File: src/rtl/alarm_clock_pkg.sv
// Shared encodings for the alarm clock: set modes, BCD field layout and limits.
package alarm_clock_pkg;

  typedef enum logic [1:0] {
    MODE_RUN       = 2'd0,
    MODE_SET_TIME  = 2'd1,
    MODE_SET_ALARM = 2'd2
  } mode_t;

  localparam int M1_LSB  = 0;
  localparam int M10_LSB = 4;
  localparam int H1_LSB  = 8;
  localparam int H10_LSB = 12;

  localparam int MIN_ONES_MAX = 9;
  localparam int MIN_TENS_MAX = 5;
  localparam int HOUR_MAX     = 23;
  localparam int HOUR_ONES_MAX = 9;

  localparam logic [15:0] TIME_RESET = 16'h0000;

  // Time-set wins over alarm-set when both switches are on.
  function automatic mode_t decode_mode(input logic change_time, input logic change_alarm);
    if (change_time)       return MODE_SET_TIME;
    else if (change_alarm) return MODE_SET_ALARM;
    else                   return MODE_RUN;
  endfunction

endpackage

File: src/rtl/bcd_hhmm_counter.sv
// 24-hour BCD HH:MM register with minute/hour increments; minute wrap feeds hours only when carry_en.
module bcd_hhmm_counter
  import alarm_clock_pkg::*;
(
  input  logic        clk,
  input  logic        rst_n,
  input  logic        inc_min,
  input  logic        inc_hr,
  input  logic        carry_en,
  output logic [15:0] value
);

  logic [3:0]  m1, m10, h1, h10;
  logic [15:0] nxt;
  logic        min_wrap;
  logic        hr_step;

  assign m1  = value[M1_LSB  +: 4];
  assign m10 = value[M10_LSB +: 4];
  assign h1  = value[H1_LSB  +: 4];
  assign h10 = value[H10_LSB +: 4];

  always_comb begin
    nxt      = value;
    min_wrap = 1'b0;
    if (inc_min) begin
      if (m1 == 4'(MIN_ONES_MAX)) begin
        nxt[M1_LSB +: 4] = 4'd0;
        if (m10 == 4'(MIN_TENS_MAX)) begin
          nxt[M10_LSB +: 4] = 4'd0;
          min_wrap          = 1'b1;
        end else begin
          nxt[M10_LSB +: 4] = m10 + 4'd1;
        end
      end else begin
        nxt[M1_LSB +: 4] = m1 + 4'd1;
      end
    end

    // Hour edits and minute carries never coincide in this block's users, so one step suffices.
    hr_step = inc_hr | (min_wrap & carry_en);
    if (hr_step) begin
      if (h10 == 4'(HOUR_MAX / 10) && h1 == 4'(HOUR_MAX % 10)) begin
        nxt[H10_LSB +: 4] = 4'd0;
        nxt[H1_LSB  +: 4] = 4'd0;
      end else if (h1 == 4'(HOUR_ONES_MAX)) begin
        nxt[H10_LSB +: 4] = h10 + 4'd1;
        nxt[H1_LSB  +: 4] = 4'd0;
      end else begin
        nxt[H1_LSB +: 4] = h1 + 4'd1;
      end
    end
  end

  always_ff @(posedge clk or negedge rst_n) begin
    if (!rst_n) value <= TIME_RESET;
    else        value <= nxt;
  end

endmodule

File: src/rtl/clock_time_keeper.sv
// 1 Hz time base, running BCD time of day and alarm setting with button-driven edits.
module clock_time_keeper
  import alarm_clock_pkg::*;
#(
  parameter int CLKS_PER_SEC = 25_000_000
) (
  input  logic        i_Clk,
  input  logic        i_Rst_n,
  input  logic        i_Change_Time,
  input  logic        i_Change_Alarm,
  input  logic        i_Hours_Inc,
  input  logic        i_Minutes_Inc,
  output logic [15:0] o_Time,
  output logic [15:0] o_Alarm_Time,
  output logic        o_Second_Tick,
  output logic [5:0]  o_Seconds
);

  localparam int PW = (CLKS_PER_SEC > 2) ? $clog2(CLKS_PER_SEC) : 1;
  localparam logic [PW-1:0] PRESC_LAST = PW'(CLKS_PER_SEC - 1);

  mode_t       mode;
  logic        set_time, set_alarm;
  logic        min_q, min_prev, hr_q, hr_prev;
  logic        min_evt, hr_evt;
  logic [PW-1:0] presc;
  logic        tick_now, sec_wrap;

  assign mode      = decode_mode(i_Change_Time, i_Change_Alarm);
  assign set_time  = (mode == MODE_SET_TIME);
  assign set_alarm = (mode == MODE_SET_ALARM);

  // Edge history resets high so a button held through reset release is not an event.
  always_ff @(posedge i_Clk or negedge i_Rst_n) begin
    if (!i_Rst_n) begin
      min_q    <= 1'b1;
      min_prev <= 1'b1;
      hr_q     <= 1'b1;
      hr_prev  <= 1'b1;
    end else begin
      min_q    <= i_Minutes_Inc;
      min_prev <= min_q;
      hr_q     <= i_Hours_Inc;
      hr_prev  <= hr_q;
    end
  end

  assign min_evt = min_q & ~min_prev;
  assign hr_evt  = hr_q  & ~hr_prev;

  assign tick_now = !set_time && (presc == PRESC_LAST);
  assign sec_wrap = tick_now && (o_Seconds == 6'd59);

  always_ff @(posedge i_Clk or negedge i_Rst_n) begin
    if (!i_Rst_n) begin
      presc         <= '0;
      o_Seconds     <= 6'd0;
      o_Second_Tick <= 1'b0;
    end else if (set_time) begin
      presc         <= '0;
      o_Seconds     <= 6'd0;
      o_Second_Tick <= 1'b0;
    end else begin
      o_Second_Tick <= tick_now;
      if (tick_now) begin
        presc     <= '0;
        o_Seconds <= sec_wrap ? 6'd0 : o_Seconds + 6'd1;
      end else begin
        presc <= presc + PW'(1);
      end
    end
  end

  bcd_hhmm_counter u_time (
    .clk      (i_Clk),
    .rst_n    (i_Rst_n),
    .inc_min  (sec_wrap | (set_time & min_evt)),
    .inc_hr   (set_time & hr_evt),
    .carry_en (~set_time),
    .value    (o_Time)
  );

  bcd_hhmm_counter u_alarm (
    .clk      (i_Clk),
    .rst_n    (i_Rst_n),
    .inc_min  (set_alarm & min_evt),
    .inc_hr   (set_alarm & hr_evt),
    .carry_en (1'b0),
    .value    (o_Alarm_Time)
  );

endmodule

File: config.mk
export PLATFORM = sky130hd
export DESIGN_NAME = clock_time_keeper
export DESIGN_NICKNAME = d
export VERILOG_FILES = /design/src/rtl/alarm_clock_pkg.sv /design/src/rtl/bcd_hhmm_counter.sv /design/src/rtl/clock_time_keeper.sv
export SDC_FILE = /design/constraint.sdc
export NUM_CORES = 1
export LEC_CHECK = 0
export BUFFER_PORTS_ARGS = -buffer_cell sky130_fd_sc_hd__buf_2
export CAP_MARGIN = 25
export CORE_MARGIN = 2
export CORE_UTILIZATION = 45
export DETAILED_ROUTE_END_ITERATION = 10
export GPL_TIMING_DRIVEN = 0
export SLEW_MARGIN = 25
export SYNTH_ARGS = -nofsm -noshare
export SYNTH_HDL_FRONTEND = slang
export SYNTH_SLANG_ARGS = --single-unit
File: constraint.sdc
create_clock -name i_Clk -period 3.2 [get_ports i_Clk]
set_clock_uncertainty 0.2 [all_clocks]
set_input_delay 0.16 -clock i_Clk [delete_from_list [all_inputs] [get_ports i_Clk]]
set_output_delay 0.16 -clock i_Clk [all_outputs]
set_load 0.01 [all_outputs]
# After elaboration in Yosys (flattened, before gate mapping)
# Cells that the tools add are included.
# op_classes
n_addsub	10
multipliers	0
n_div	0
order_cmp	0
eq_ne	14
shifts	0
muxes	21
bitwise	12
reduce_logical	12
# ops
op	n
25-bit 2-to-1 mux	2
4-bit by 1-bit adder with 4-bit output (second input constant)	8
4-bit 2-to-1 mux	8
25-bit by 1-bit adder with 25-bit output (second input constant)	1
25-bit equality test (second input constant)	1
6-bit 2-to-1 mux	3
4-bit by 2-bit equality test with 1-bit output (second input constant)	4
4-bit equality test (second input constant)	4
8-bit 2-to-1 mux	2
4-bit by 3-bit equality test with 1-bit output (second input constant)	2
2-bit AND reduction	4
1-bit AND	7
6-bit by 1-bit adder with 6-bit output (second input constant)	1
6-bit equality test (second input constant)	1
2-bit nonzero test	3
1-bit logical AND	4
1-bit 2-to-1 mux	4
2-bit 2-to-1 mux	2
1-bit inverter	3
2-bit by 1-bit equality test with 1-bit output (second input constant)	1
2-bit equality test (second input constant)	1
1-bit bitwise OR	2
1-bit zero test	1
# word_totals
regBits	68
latchBits	0
mem_bits_rw	0
rom_bits	0
elab_cells	84
n_memories	0

# Longest topological paths before layout
# Gate-level depths: netlist (run 1).
# depth
ltp_word	11
depth_mapped	8
mapped_depth_nobuf	7

# Hierarchy
# Synthesis (run 1) repeated with hierarchy kept, for this count alone.
# unflattened
hier_cells	343
hier_area_um2	3597.2
# by_module_without_submodules
mod	n_inst	cells_per_inst	area_per_inst_um2	seq_area_each_um2
clock_time_keeper	1	187	1823.0	905.9
bcd_hhmm_counter	2	78	887.1	400.4

# Worst setup path before layout (run 1)
# Ideal clock, no wire load.
# synth_path
path_kind	reg2reg
from	register u_alarm.value[8]
to	register u_alarm.value[15]
t_arrival_ns	2.041
required_ns	2.872
setup_slack_ns	0.830
stages_incl_launch_ff	7
n_path_buf	0
cell_sequence	dfrtp_1 > ha_1 > or4b_2 > o22ai_1 > a41oi_1 > o21ai_0 > o31ai_1
# synth_between
elab_chain_len	4
word_cells_on_any_way	6
cone_classes	eq/ne: 2; mux: 1; reduce/logical: 3
# synth_lines
item	line	text
from (decl)	bcd_hhmm_counter.sv:10	output logic [15:0] value
from (signal assigned)	bcd_hhmm_counter.sv:57	else value <= nxt;
4-bit by 2-bit equality test with 1-bit output	bcd_hhmm_counter.sv:43	if (h10 == 4'(HOUR_MAX / 10) && h1 == 4'(HOUR_MAX % 10)) begin
1-bit logical AND	bcd_hhmm_counter.sv:43	
2-bit nonzero test (no source line)	-	
2-bit AND reduction (no source line)	-	
# Several ways; a longest one is shown, not always the timed one.
# A chain may end at the register's enable or synchronous reset.

# Worst setup path after layout (run 1)
# Ends and elaborated chain as after synthesis.

==> results.md, run 1 <==
Layout:
- The number of nets in the layout is 415.
- The number of fill cells is 683.
- Relative to the synthesized area, the layout overhead comes to 18.2%.
- The finished cells cover 4180 um^2.
- The number of diodes added for antenna fixing is 0.
- Summing all multi-input logic gate instances after layout gives 1760 um^2.
- In the layout the commonest cells are sky130_fd_sc_hd__dfrtp_1, sky130_fd_sc_hd__buf_2, sky130_fd_sc_hd__nor2_1, sky130_fd_sc_hd__xor2_1, sky130_fd_sc_hd__nand3_1.
- Cells with a size suffix above 1 make up 22.5% of the layout.
- Leaving out filler cells and counting taps, the final layout contains 506.
- The flip-flop and latch area is 1710 um^2.
- The utilization after layout is 54.6%.
- The most common cell after layout, fill and taps aside is sky130_fd_sc_hd__dfrtp_1.

Power and ir drop:
- For this design the ratio of total power to cell area is 596 nW/um^2.
- Of the total power, the share spent switching nets is 29.8%.
- The reported leakage power is 1.92 nW.
- The clock power share is 33.6%.
- The internal portion of total power is 1.75 mW.
- The maximum vdd drop is 410 uV.
- The share of total power dissipated in combinational logic is 20.6%.
- Summed over all nets, the switching power comes to 0.742 mW.
- The share of power burned in registers is 45.9%.

Synthesis:
- The summed instance area of the synthesized netlist is 3530 um^2.
- In the synthesized netlist the dominant register cell turns out to be sky130_fd_sc_hd__dfrtp_1.
- sky130_fd_sc_hd__dfrtp_1 takes more of the synthesized area than any other cell.
- After synthesis, flip-flops and latches occupy 48.3% of the total area.
- The number of nets handed over by synthesis was 355.
- The fraction of registers with async set or reset after synthesis is 100%.
- The cell count after synthesis came out at 339.
- In this run, synthesis produced a sequential element count of 68.
- The warning count from the yosys run is 0.
- The count of flip-flops with a built-in enable after synthesis is 0.
- The number of distinct library cells after synthesis is 66.
- Sorting the synthesized cells by area gives the leading types as sky130_fd_sc_hd__dfrtp_1, sky130_fd_sc_hd__xor2_1, sky130_fd_sc_hd__nor2_1.
- The top-area cell type share of the netlist area is 45.3%.
- In this run the mean area of a mapped cell was 10.4 um^2.

STA:
- At the pin with the least slew margin, the transition time is 0.700 ns.
- Timing would allow up to 394 MHz.
- The final number of hold-violating endpoints is 0.
- The relative slew slack is 53.0%.
- The number of failing setup endpoints in the final timing report is 0.
- The count of pins over their slew limit came to 0.
- Subtracting the final worst setup slack from the clock period gives 2.54 ns.
- The fraction of the cycle the final worst path needs is 79.4%.
- The sum of negative setup slack is 0 ns.
- The least setup slack across all paths after layout is 0.660 ns.
- Setup repair after global routing left no endpoint under its margin.

Worst setup path:
- In this run the worst setup path begins at u_alarm.value[8].
- The worst reg2reg path startpoint is u_alarm.value[8].
- The sort of element at the end of the critical path is a flop.
- The arrival time of the worst setup path is 2.57 ns.
- In this run the worst path has a maximum fanout of 9.
- STA classifies the critical path startpoint as a flop.
- The class of the most critical setup path is reg2reg.
- The data required time of the worst path is 3.23 ns.

Hold path:
- The worst min-delay path class is in2reg.
- The start point of the worst hold path is i_Change_Alarm.

Floorplan:
- For this configuration, the core starts out at a cell density of 46.2%.
- The chip width is 92.6 um.
- After floorplanning, the core was divided into 32 placement rows.
- The placeable core region is 7650 um^2.
- The die covers 8580 um^2.
- During I/O placement, the number of pins put on the boundary was 45.
- The die boundary height is 92.6 um.

Detailed routing:
- In the final routed layout, each cell accounts on average for 13.8 um.
- The number of nets with antenna violations after detailed routing is 0.
- For this run, design rule violations remaining after detail routing come to 0.
- The detailed-route via count is 2688.
- For this block, the routed nets add up to 6980 um of wire.
- Using the TritonRoute via totals, the vias-per-cell ratio works out to 5.31.
- The first detailed-routing pass ran for 4 iterations.
- For this block, the initial DRC count from the detailed router was 79.

Clocking:
- The total clock sinks is 68.
- The tree is rooted in a sky130_fd_sc_hd__clkbuf_8.
- The longest clock path from root to sink contains 2 buffers.
- The clock latency on the worst-skew pair is 0.34 ns.
- In this run, CTS created clock tree buffers numbering 9.
- TritonCTS built the clock tree.
- The H-tree was split into 3 levels.
- The clock transition at the register clock pins on the worst setup and hold paths after CTS is 0.08 ns.
- The total of cells resized after clock tree synthesis is 0.

Run:
- Max-cap violations in this run came to 0.

Global route:
- For this run, the total global-route usage over all layers was measured as 17.7%.
- The via count of the first global-routing pass is 2575.
- The first-pass GRT wire length is 12100 um.
- The overall overflow remaining after global route is 0.
- Entering global routing, the biggest net connects 36 pins.
- The initial antenna violation count is 0.

Placement:
- The placed instance area is 3900 um^2.
- The count of port buffers added during placement is 44.
- Before CTS, the worst setup slack after placement is 0.687 ns.
- After detailed placement, the design holds a cell count of 486.
- The wire-length estimate of the detail-placed layout is 4970 um.
- The final estimated routing congestion in global placement is 0.749.

Run status:
- The flow ran to the end, and the final reports show no timing, DRC or antenna violations.
==> routing by layer <==
layer / wire, um / part of all wire [%] / vias to the layer above / global-route usage, %
met4: 153 / 2.2 / 0 / 8.09
met1: 3450 / 49 / 1289 / 24.6
met3: 290 / 4.2 / 13 / 3.09
li1: - / - / 1329 / -
met5: 0 / 0 / - / 0
met2: 3080 / 44 / 57 / 27.2
==> power groups by stage <==
stage          clock network, mW  logic, mW  registers [mW]
6_report                   0.836      0.513            1.14
3_5_place_dp                   0      0.514            1.16
2_1_floorplan                  0      0.271            1.18
5_1_grt                    0.893      0.576            1.17
3_3_place_gp                   0      0.497            1.15
4_1_cts                    0.861      0.519            1.14
==> per-stage QoR <==
stage	total power, mW	hold WS (ns)
after floorplan	1.45	-0.336
after global placement	1.65	0.0652
after detailed placement	1.67	-0.0561
after CTS	2.52	0.0610
after global routing	2.63	0.105
final	2.49	0.0786
==> synthesized netlist by cell type (3+ instances only) <==
library cell	n
sky130_fd_sc_hd__and3_1	7
sky130_fd_sc_hd__nand2b_1	5
sky130_fd_sc_hd__mux2_2	6
sky130_fd_sc_hd__nor4_1	3
sky130_fd_sc_hd__nand3_1	21
sky130_fd_sc_hd__nand2_1	18
sky130_fd_sc_hd__clkbuf_1	5
sky130_fd_sc_hd__and2_1	3
sky130_fd_sc_hd__a21oi_1	9
sky130_fd_sc_hd__xor2_1	26
sky130_fd_sc_hd__inv_1	12
sky130_fd_sc_hd__nor3_1	4
sky130_fd_sc_hd__nand4_1	12
sky130_fd_sc_hd__nor2_1	40
sky130_fd_sc_hd__o31ai_1	4
sky130_fd_sc_hd__nor3b_1	3
sky130_fd_sc_hd__xnor2_1	7
sky130_fd_sc_hd__dfrtp_1	64
sky130_fd_sc_hd__dfstp_2	4
sky130_fd_sc_hd__o21ai_0	14
sky130_fd_sc_hd__ha_1	10
sky130_fd_sc_hd__nor2b_1	6
==> worst paths after layout <==
| kind | cells past startpoint | slack [ns] | end |
|---|---|---|---|
| setup / recovery | 6 | 0.66 | u_alarm.value[15] |
| hold / removal | 3 | 0.08 | u_alarm.value[10] |
| setup reg to reg | 6 | 0.66 | u_alarm.value[15] |
| hold reg to reg | 0 | 0.17 | hr_prev |
| max in group asynchronous | 3 | 2.11 | min_prev |
| min in group asynchronous | 2 | 0.09 | u_alarm.value[15] |
==> kinds of logic after synthesis <==
| family | count (synthesis) | synth area share, % |
|---|---|---|
| simple gates | 153 | 26.0 |
| flops | 68 | 48.3 |
| compound gates | 47 | 8.60 |
| xor+xnor | 33 | 8.18 |
| buf+inv | 18 | 2.02 |
| mux | 10 | 3.36 |
| fa+ha+maj | 10 | 3.54 |
==> state kept, by name, indices dropped and copies added, names as in the netlist <==
name / cells
hr_prev: 1
hr_q: 1
min_prev: 1
min_q: 1
o_Second_Tick: 1
o_Seconds: 6
presc: 25
u_alarm.value: 16
u_time.value: 16
==> worst max-delay path, stage by stage, from the launching register on <==
cell                      delay (ns)
sky130_fd_sc_hd__dfrtp_1        0.41
sky130_fd_sc_hd__ha_1           0.21
sky130_fd_sc_hd__or4b_2         0.63
sky130_fd_sc_hd__o22ai_1        0.54
sky130_fd_sc_hd__a41oi_1        0.18
sky130_fd_sc_hd__o21ai_0        0.17
sky130_fd_sc_hd__o31ai_1        0.09
==> repair_timing <==
| item | CTS | global route |
|---|---|---|
| endpoints found under the hold margin | 67 | 0 |
| hold buffers | 4 | 0 |
| setup buffers | 0 | 0 |
==> cell type report <==
class | count | area share [%]
timing repair buffer | 49 | 6.77
clock buffer | 11 | 3.15
buffer | 6 | 0.629
multi-input combinational | 253 | 42.0
clock inverter | 5 | 2.40
inverter | 12 | 1.08
sequential | 68 | 40.9
tap | 102 | 3.06
No activity file was read; power rests on OpenSTA's default activity.
==> run 2: changes to the inputs <==
- PLACE_DENSITY: default -> 0.67
- clock period: 3.2 -> 2.3 ns (I/O delays scaled with it)
==> run 2 against run 1 <==
  * The run now ends with setup timing left
  * Setup slack lost 0.69 ns
  * Die area is the same
  * Register-to-register slack lost 0.69 ns
  * Largest cell class unchanged
  * Total power grew 45%
==> results.md, run 2 (synthesis gave the netlist of run 1 again) <==
STA:
- Setup repair after global routing could not meet its margin everywhere.
- The fmax is 429 MHz.
- The number of failing setup endpoints in the final timing report is 8.
- Once routing completed, OpenROAD measured the worst setup slack at -0.0337 ns.
- Measured against its own limit, the worst slew margin works out to 55.3%.
- Of the available clock period, the critical path in the final layout requires 101%.
- The count of pins over their slew limit is 0.
- The slew at the pin closest to its max-slew limit is 0.666 ns.
- The final number of hold-violating endpoints is 0.
- The minimum clock period is 2.33 ns.

Layout:
- The library cell used most frequently in the layout, excluding fill and tap cells, is sky130_fd_sc_hd__dfrtp_1.
- The fraction of final layout cells with drive strength greater than 1 is 30.8%.
- The number of fill cells is 675.
- The largest registers in the layout are presc: 25 flops, u_alarm.value: 16 flops, u_time.value: 16 flops.
- The synthesis-to-layout area growth is 26.5%.
- The number of nets in the layout is 433.
- In the layout the commonest cells are sky130_fd_sc_hd__dfrtp_1, sky130_fd_sc_hd__buf_2, sky130_fd_sc_hd__nor2_1, sky130_fd_sc_hd__xor2_1, sky130_fd_sc_hd__nand3_1.
- More flip-flops sit in one register than any other, and that register is presc.
- The repair_antennas step left the layout with diodes totalling 0.
- The flip-flop count of the largest register, all copies and words added is 25.

Detailed routing:
- The final layout contains routed wiring with a total length of 7750 um.
- The number of DRC violations after detailed-routing iteration 0 is 130.
- The detailed-route wire length per cell is 14.8 um.
- The detailed-route DRC error count is 0.
- The detailed-route vias per instance is 5.48.
- The number of nets with antenna violations after detailed routing is 0.
- The detailed-route via count is 2874.
- The first TritonRoute pass finished after 4 iterations.

Clocking:
- The maximum clock path buffer count is 2.
- The CTS buffer count is 9.
- The clock root buffer master is sky130_fd_sc_hd__clkbuf_8.
- Clock latency on the worst-skew pair, taken at its later pin, is 0.35 ns.
- The tree built by TritonCTS fans out to 68 sinks.
- The H-tree generated during clock tree synthesis spans 3 levels.
- The clock transition at the register clock pins on the worst setup and hold paths after CTS is 0.09 ns.
- The CTS tree is yes.

Global route:
- The first global-routing pass estimated 12800 um of wire.
- Global routing used 18.8% of the available tracks across all layers.
- The overall overflow remaining after global route is 0.
- The via count of the first global-routing pass is 2721.
- The initial antenna violation count was 0.
- The largest net degree at the start of global routing is 36.

Power and ir drop:
- Power comes to 3.61 mW.
- The reported leakage power is 2.05 nW.
- Across the VDD grid, the largest voltage drop is 610 uV.
- For this design the ratio of total power to cell area is 809 nW/um^2.

Floorplan:
- The die boundary height is 92.6 um.
- The initialized floorplan defines 32 standard-cell rows.
- 45 I/O pins were placed.
- The die covers 8580 um^2.
- Once the floorplan was initialized, standard cells occupied 46.2% of the core.
- The chip width is 92.6 um.
- The total area inside the core boundary comes to 7650 um^2.

Hold path:
- The start point of the worst hold path is i_Change_Alarm.
- In this run the worst hold path is classified as in2reg.

Worst setup path:
- Data arrives at the worst endpoint at 2.38 ns.
- The highest fanout seen on the critical path is 4.
- The worst setup path is captured at a flop.
- The class of the most critical setup path is reg2reg.
- The worst reg2reg path startpoint is presc[17].
- Data on the critical path is required at its endpoint by 2.35 ns.
- The start point of the critical path is presc[17].
- The worst setup path is launched from a flop.

Run status:
- The flow ran to the end, but the final reports show violations.
- The final reports fail on setup timing.

Run:
- The max capacitance violation total is 0.

Placement:
- The half-perimeter wire length after placement is 5070 um.
- Routability-driven placement finished with a final weighted congestion of 0.799.
- At the placement stage, the worst setup path has a slack of -0.200 ns.
- Input and output buffers added on the ports amount to 44.
run 2: cell count changes in the layout (fill, tap and decap cells not counted), moves of 2 or more:
cell	previous run	this run
sky130_fd_sc_hd__clkinv_2	2	0
sky130_fd_sc_hd__mux2_2	6	4
sky130_fd_sc_hd__clkbuf_1	7	2
sky130_fd_sc_hd__a21oi_4	0	2
sky130_fd_sc_hd__clkbuf_2	0	2
sky130_fd_sc_hd__buf_6	0	2
sky130_fd_sc_hd__o22ai_1	2	0
sky130_fd_sc_hd__clkinvlp_4	0	2
sky130_fd_sc_hd__inv_6	0	2
sky130_fd_sc_hd__a21oi_1	9	6
sky130_fd_sc_hd__mux2_4	2	5
sky130_fd_sc_hd__buf_4	2	19
run 2: through the flow:
| step | cells | hold WS [ns] | utilization (%) | TNS, ns | cell area (um^2) |
|---|---|---|---|---|---|
| final | 524 | 0.0214 | 58.4 | -0.168 | 4470 |
| after global routing | 524 | 0.0408 | 58.4 | -1.11 | 4470 |
| after CTS | 519 | 0.0110 | 56.9 | -0.0484 | 4350 |
| after detailed placement | 486 | -0.109 | 51.1 | -4.14 | 3910 |
| after global placement | 485 | 0.0207 | 50.8 | -3.74 | 3890 |
| after floorplan | 339 | -0.381 | - | 0 | 3540 |
run 2: cell type report:
cell class	instances	area, um^2	area share (%)
Tap cell	102	128	2.86
Multi-Input combinational cell	253	1880	42.1
Buffer	5	25.0	0.560
Clock buffer	9	124	2.77
Inverter	12	45.0	1.01
Sequential cell	68	1710	38.2
Clock inverter	7	123	2.74
Timing Repair Buffer	68	433	9.69
run 2: metal layers:
layer  vias up  track usage (%)  part of all wire, %
met3        14             3.42                  3.1
met5         -                0                    0
met2        62             28.4                   47
li1       1371                -                    -
met1      1427             26.4                   48
met4         0             8.58                  1.7
run 2: final timing paths:
check | end | cells after the start | slack, ns
min in group asynchronous | u_alarm.value[14] | 2 | 0.04
setup reg to reg | u_time.value[3] | 6 | -0.03
setup / recovery | u_time.value[3] | 6 | -0.03
max in group asynchronous | presc[6] | 3 | 1.30
hold reg to reg | min_prev | 0 | 0.17
hold / removal | u_alarm.value[10] | 3 | 0.02
run 2: timing repair:
action                                  CTS  global route
setup buffers                            13             6
pin swaps                                11            10
gates resized for setup                  13            17
hold buffers                              4             0
gates cloned                              0             0
endpoints found under the setup margin   33            45
hold endpoints to repair                 71             0
run 2: worst max-delay path, stage by stage, from the launching register on:
cell and delay (ns):
sky130_fd_sc_hd__dfrtp_1 0.38, sky130_fd_sc_hd__or4b_4 0.60, sky130_fd_sc_hd__nor4b_4 0.35, sky130_fd_sc_hd__buf_4 0.17
sky130_fd_sc_hd__nand4_1 0.09, sky130_fd_sc_hd__a32oi_1 0.23, sky130_fd_sc_hd__a21bo_2 0.23
run 2: power breakdown:
part	switching [mW]	internal, mW	leakage [nW]
clock network	0.491	0.727	0.116
registers	0.224	1.36	0.892
logic	0.406	0.401	1.04
==> run 3: changes to the inputs <==
- SKIP_CTS_REPAIR_TIMING: default -> 1
==> run 3 against run 2 <==
  * The run still ends with setup timing left
  * Via count down 3.7%
  * First-iteration DRC count up 3.8%
  * Total power down 1.6%
  * Final cell count down 1.9%
  * Routed wire length down 3.7%
  * Core utilization down 1.5 points
  * Critical path type unchanged
  * Non-clock buffer count down 10
  * Clock-buffer cell count unchanged
  * Final area down 2.6%
  * Global-route usage down 0.85 points
  * Critical endpoint is now u_time.value[5]
  * Die area unchanged
  * Sequential power about the same
==> results.md, run 3 (synthesis gave the netlist of run 1 again) <==
Run status:
- The run finished, with violations left.
- The final reports fail on setup timing.

Worst setup path:
- The cell count of the worst reg-to-reg path is 5.
- For this run, the slowest stage of the critical path takes 0.60 ns.
- The setup path with the least slack is of type reg2reg.
- STA puts the critical path data required time at 2.33 ns.
- The reg2reg setup slack is -0.11 ns.
- The highest fanout seen on the critical path is 7.
- The slowest stage of the critical path belongs to the cell sky130_fd_sc_hd__or4b_4.
- The kind of start point of the critical path is a flop.
- The worst setup path is captured at a flop.
- Data arrives at the worst endpoint at 2.44 ns.
- The worst register-to-register path ends at u_time.value[5].
- The worst reg2reg path startpoint is presc[10].
- The signal on the critical path passes through or4b_4 -> nor4b_4 -> nand3_4 -> a21oi_1 -> mux2_2.

Power and ir drop:
- Cell internal power was estimated by the tool at 2.46 mW.
- The share of power burned in registers is 44.9%.
- Power spread over the standard cell area amounts to 817 nW/um^2.
- The switching power as a share of total power is 30.8%.
- The reported leakage power is 1.98 nW.
- The maximum vdd drop is 770 uV.
- For this design the total switching power over the nets is 1.09 mW.
- The combinational cell fraction of total power is 20.9%.
- Per report_power, the clock group accounts for 34.2% of the total.

Floorplan:
- The floorplan step set the die width to 92.6 um.
- The floorplan step set the die height to 92.6 um.
- The floorplan has 32 rows.
- The floorplan die area is 8580 um^2.
- The initial utilization of the core area, before any placement, comes to 46.2%.
- The number of top-level pins is 45.
- The placeable core region is 7650 um^2.

Clocking:
- CTS placed an instance of sky130_fd_sc_hd__clkbuf_8 at the clock tree root.
- TritonCTS built the clock tree.
- The level count of the clock H-tree is 3.
- Clock latency on the worst-skew pair, taken at its later pin, is 0.35 ns.
- Counting along the longest clock path gives a buffer depth of 2.
- The CTS buffer count is 9.
- The clock transition at the register clock pins on the worst setup and hold paths after CTS is 0.09 ns.
- The total clock sinks is 68.

STA:
- For the pin with the worst max-slew slack, the measured transition is 0.664 ns.
- The final number of hold-violating endpoints is 0.
- Subtracting the final worst setup slack from the clock period gives 2.41 ns.
- The least setup slack across all paths after layout is -0.114 ns.
- For this run, the top clock speed supported by timing is 414 MHz.
- The sum of negative setup slack is -0.582 ns.
- The count of pins over their slew limit is 0.
- The relative slew slack is 55.7%.
- The fraction of the cycle the final worst path needs is 105%.
- Setup violations remaining at the end of the flow were counted as 9.
- Setup repair after global routing could not meet its margin everywhere.

Global route:
- The initial antenna violation count was 0.
- Global routing consumed, over all layers together, 17.9% of the routing resources.
- For this run the aggregate overflow at the end of global routing stands at 0.
- The via count of the first global-routing pass is 2619.
- Entering global routing, the biggest net connects 36 pins.
- The first global-routing pass estimated 12200 um of wire.

Placement:
- Once placement completed, the tool counted placed cells totaling 486.
- The half-perimeter wire length after placement is 5070 um.
- At the end of routability-driven placement, the weighted congestion stood at 0.799.
- Buffers placed on the I/O ports in this run total 44.
- OpenSTA, run right after detailed placement, puts the worst setup slack at -0.200 ns.

Layout:
- After filler insertion, the fill cell instance count of the layout stands at 671.
- The largest registers in the layout are presc: 25 flops, u_alarm.value: 16 flops, u_time.value: 16 flops.
- In the layout the commonest cells are sky130_fd_sc_hd__dfrtp_1, sky130_fd_sc_hd__buf_2, sky130_fd_sc_hd__nor2_1, sky130_fd_sc_hd__xor2_1, sky130_fd_sc_hd__nand3_1.
- For this run, the post-layout net count is 423.
- Of the cells placed in the final design, the portion with a size suffix greater than 1 is 28.6%.
- The number of antenna diodes in the final layout is 0.
- The flip-flop count of the largest register, all copies and words added is 25.
- The count of cells in the finished layout, fillers not included, comes to 514.
- The area growth from synthesis to layout is 23.1%.
- The most flop-heavy register is presc.
- Leaving out fill and tap cells, the most frequent cell in the layout is sky130_fd_sc_hd__dfrtp_1.

Detailed routing:
- The total routed wirelength is 7470 um.
- The count of nets left with antenna violations once routing finished came out at 0.
- After detailed routing, the number of vias per cell comes to 5.39.
- After detailed routing, the number of remaining DRC violations is 0.
- In this run, the number of DRC markers left after iteration 0 of detailed routing was 135.
- The detailed-route via count is 2769.
- The first-pass iteration count of the detailed router is 4.
- In the final routed layout, each cell accounts on average for 14.5 um.

Hold path:
- The start point of the worst hold path is i_Change_Alarm.
- The worst hold path was traced through 3 stages.
- The tightest min-delay check is of the in2reg type.
- The endpoint with the worst hold slack is u_alarm.value[10].

Run:
- The tool flagged a number of max-cap violations equal to 0.
run 3: worst max path at each step:
stage / from / to / slack, ns / cells past startpoint
6_report: presc[10] / u_time.value[5] / -0.11 / 5
5_1_grt: presc[10] / u_time.value[6] / -0.17 / 5
4_1_cts: presc[0] / presc[20] / -0.22 / 8
3_5_place_dp: presc[6] / u_time.value[1] / -0.20 / 5
3_3_place_gp: presc[0] / presc[12] / -0.17 / 8
2_1_floorplan: presc[10] / u_time.value[1] / 0.002 / 5
run 3: final cells by class:
cell class | instances | area (um^2) | area share, %
Buffer | 5 | 25.0 | 0.575
Clock buffer | 9 | 124 | 2.85
Clock inverter | 7 | 123 | 2.82
Inverter | 12 | 45.0 | 1.04
Multi-Input combinational cell | 253 | 1850 | 42.5
Sequential cell | 68 | 1710 | 39.2
Tap cell | 102 | 128 | 2.93
Timing Repair Buffer | 58 | 350 | 8.05
run 3: routing by layer:
metal | up-vias | wire [um] | GRT usage, %
li1 | 1352 | - | -
met1 | 1361 | 3650 | 25.2
met2 | 48 | 3470 | 27.0
met3 | 8 | 231 | 3.50
met4 | 0 | 110 | 8.09
met5 | - | 0 | 0
run 3: critical path: cells and delay by family (launching register included):
kind,cells,cell delay [ns]
AO/OA/AOI/OAI,1,0.24
AND/OR/NAND/NOR,3,1.08
multiplexers,1,0.35
flip-flops,1,0.42
run 3: metrics by stage:
step | utilization (%) | cell area (um^2) | hold WS [ns] | power (mW)
final | 56.9 | 4350 | 0.0336 | 3.56
after floorplan | - | 3540 | -0.381 | 2.02
after detailed placement | 51.1 | 3910 | -0.109 | 2.33
after global routing | 56.9 | 4350 | 0.0478 | 3.76
after CTS | 54.4 | 4160 | -0.503 | 3.55
after global placement | 50.8 | 3890 | 0.0207 | 2.29
run 3: power by group through the flow:
stage | logic (mW) | clock network, mW | registers, mW
2_1_floorplan | 0.380 | 0 | 1.64
3_5_place_dp | 0.715 | 0 | 1.61
4_1_cts | 0.717 | 1.24 | 1.59
5_1_grt | 0.833 | 1.29 | 1.64
3_3_place_gp | 0.694 | 0 | 1.60
6_report | 0.744 | 1.22 | 1.60
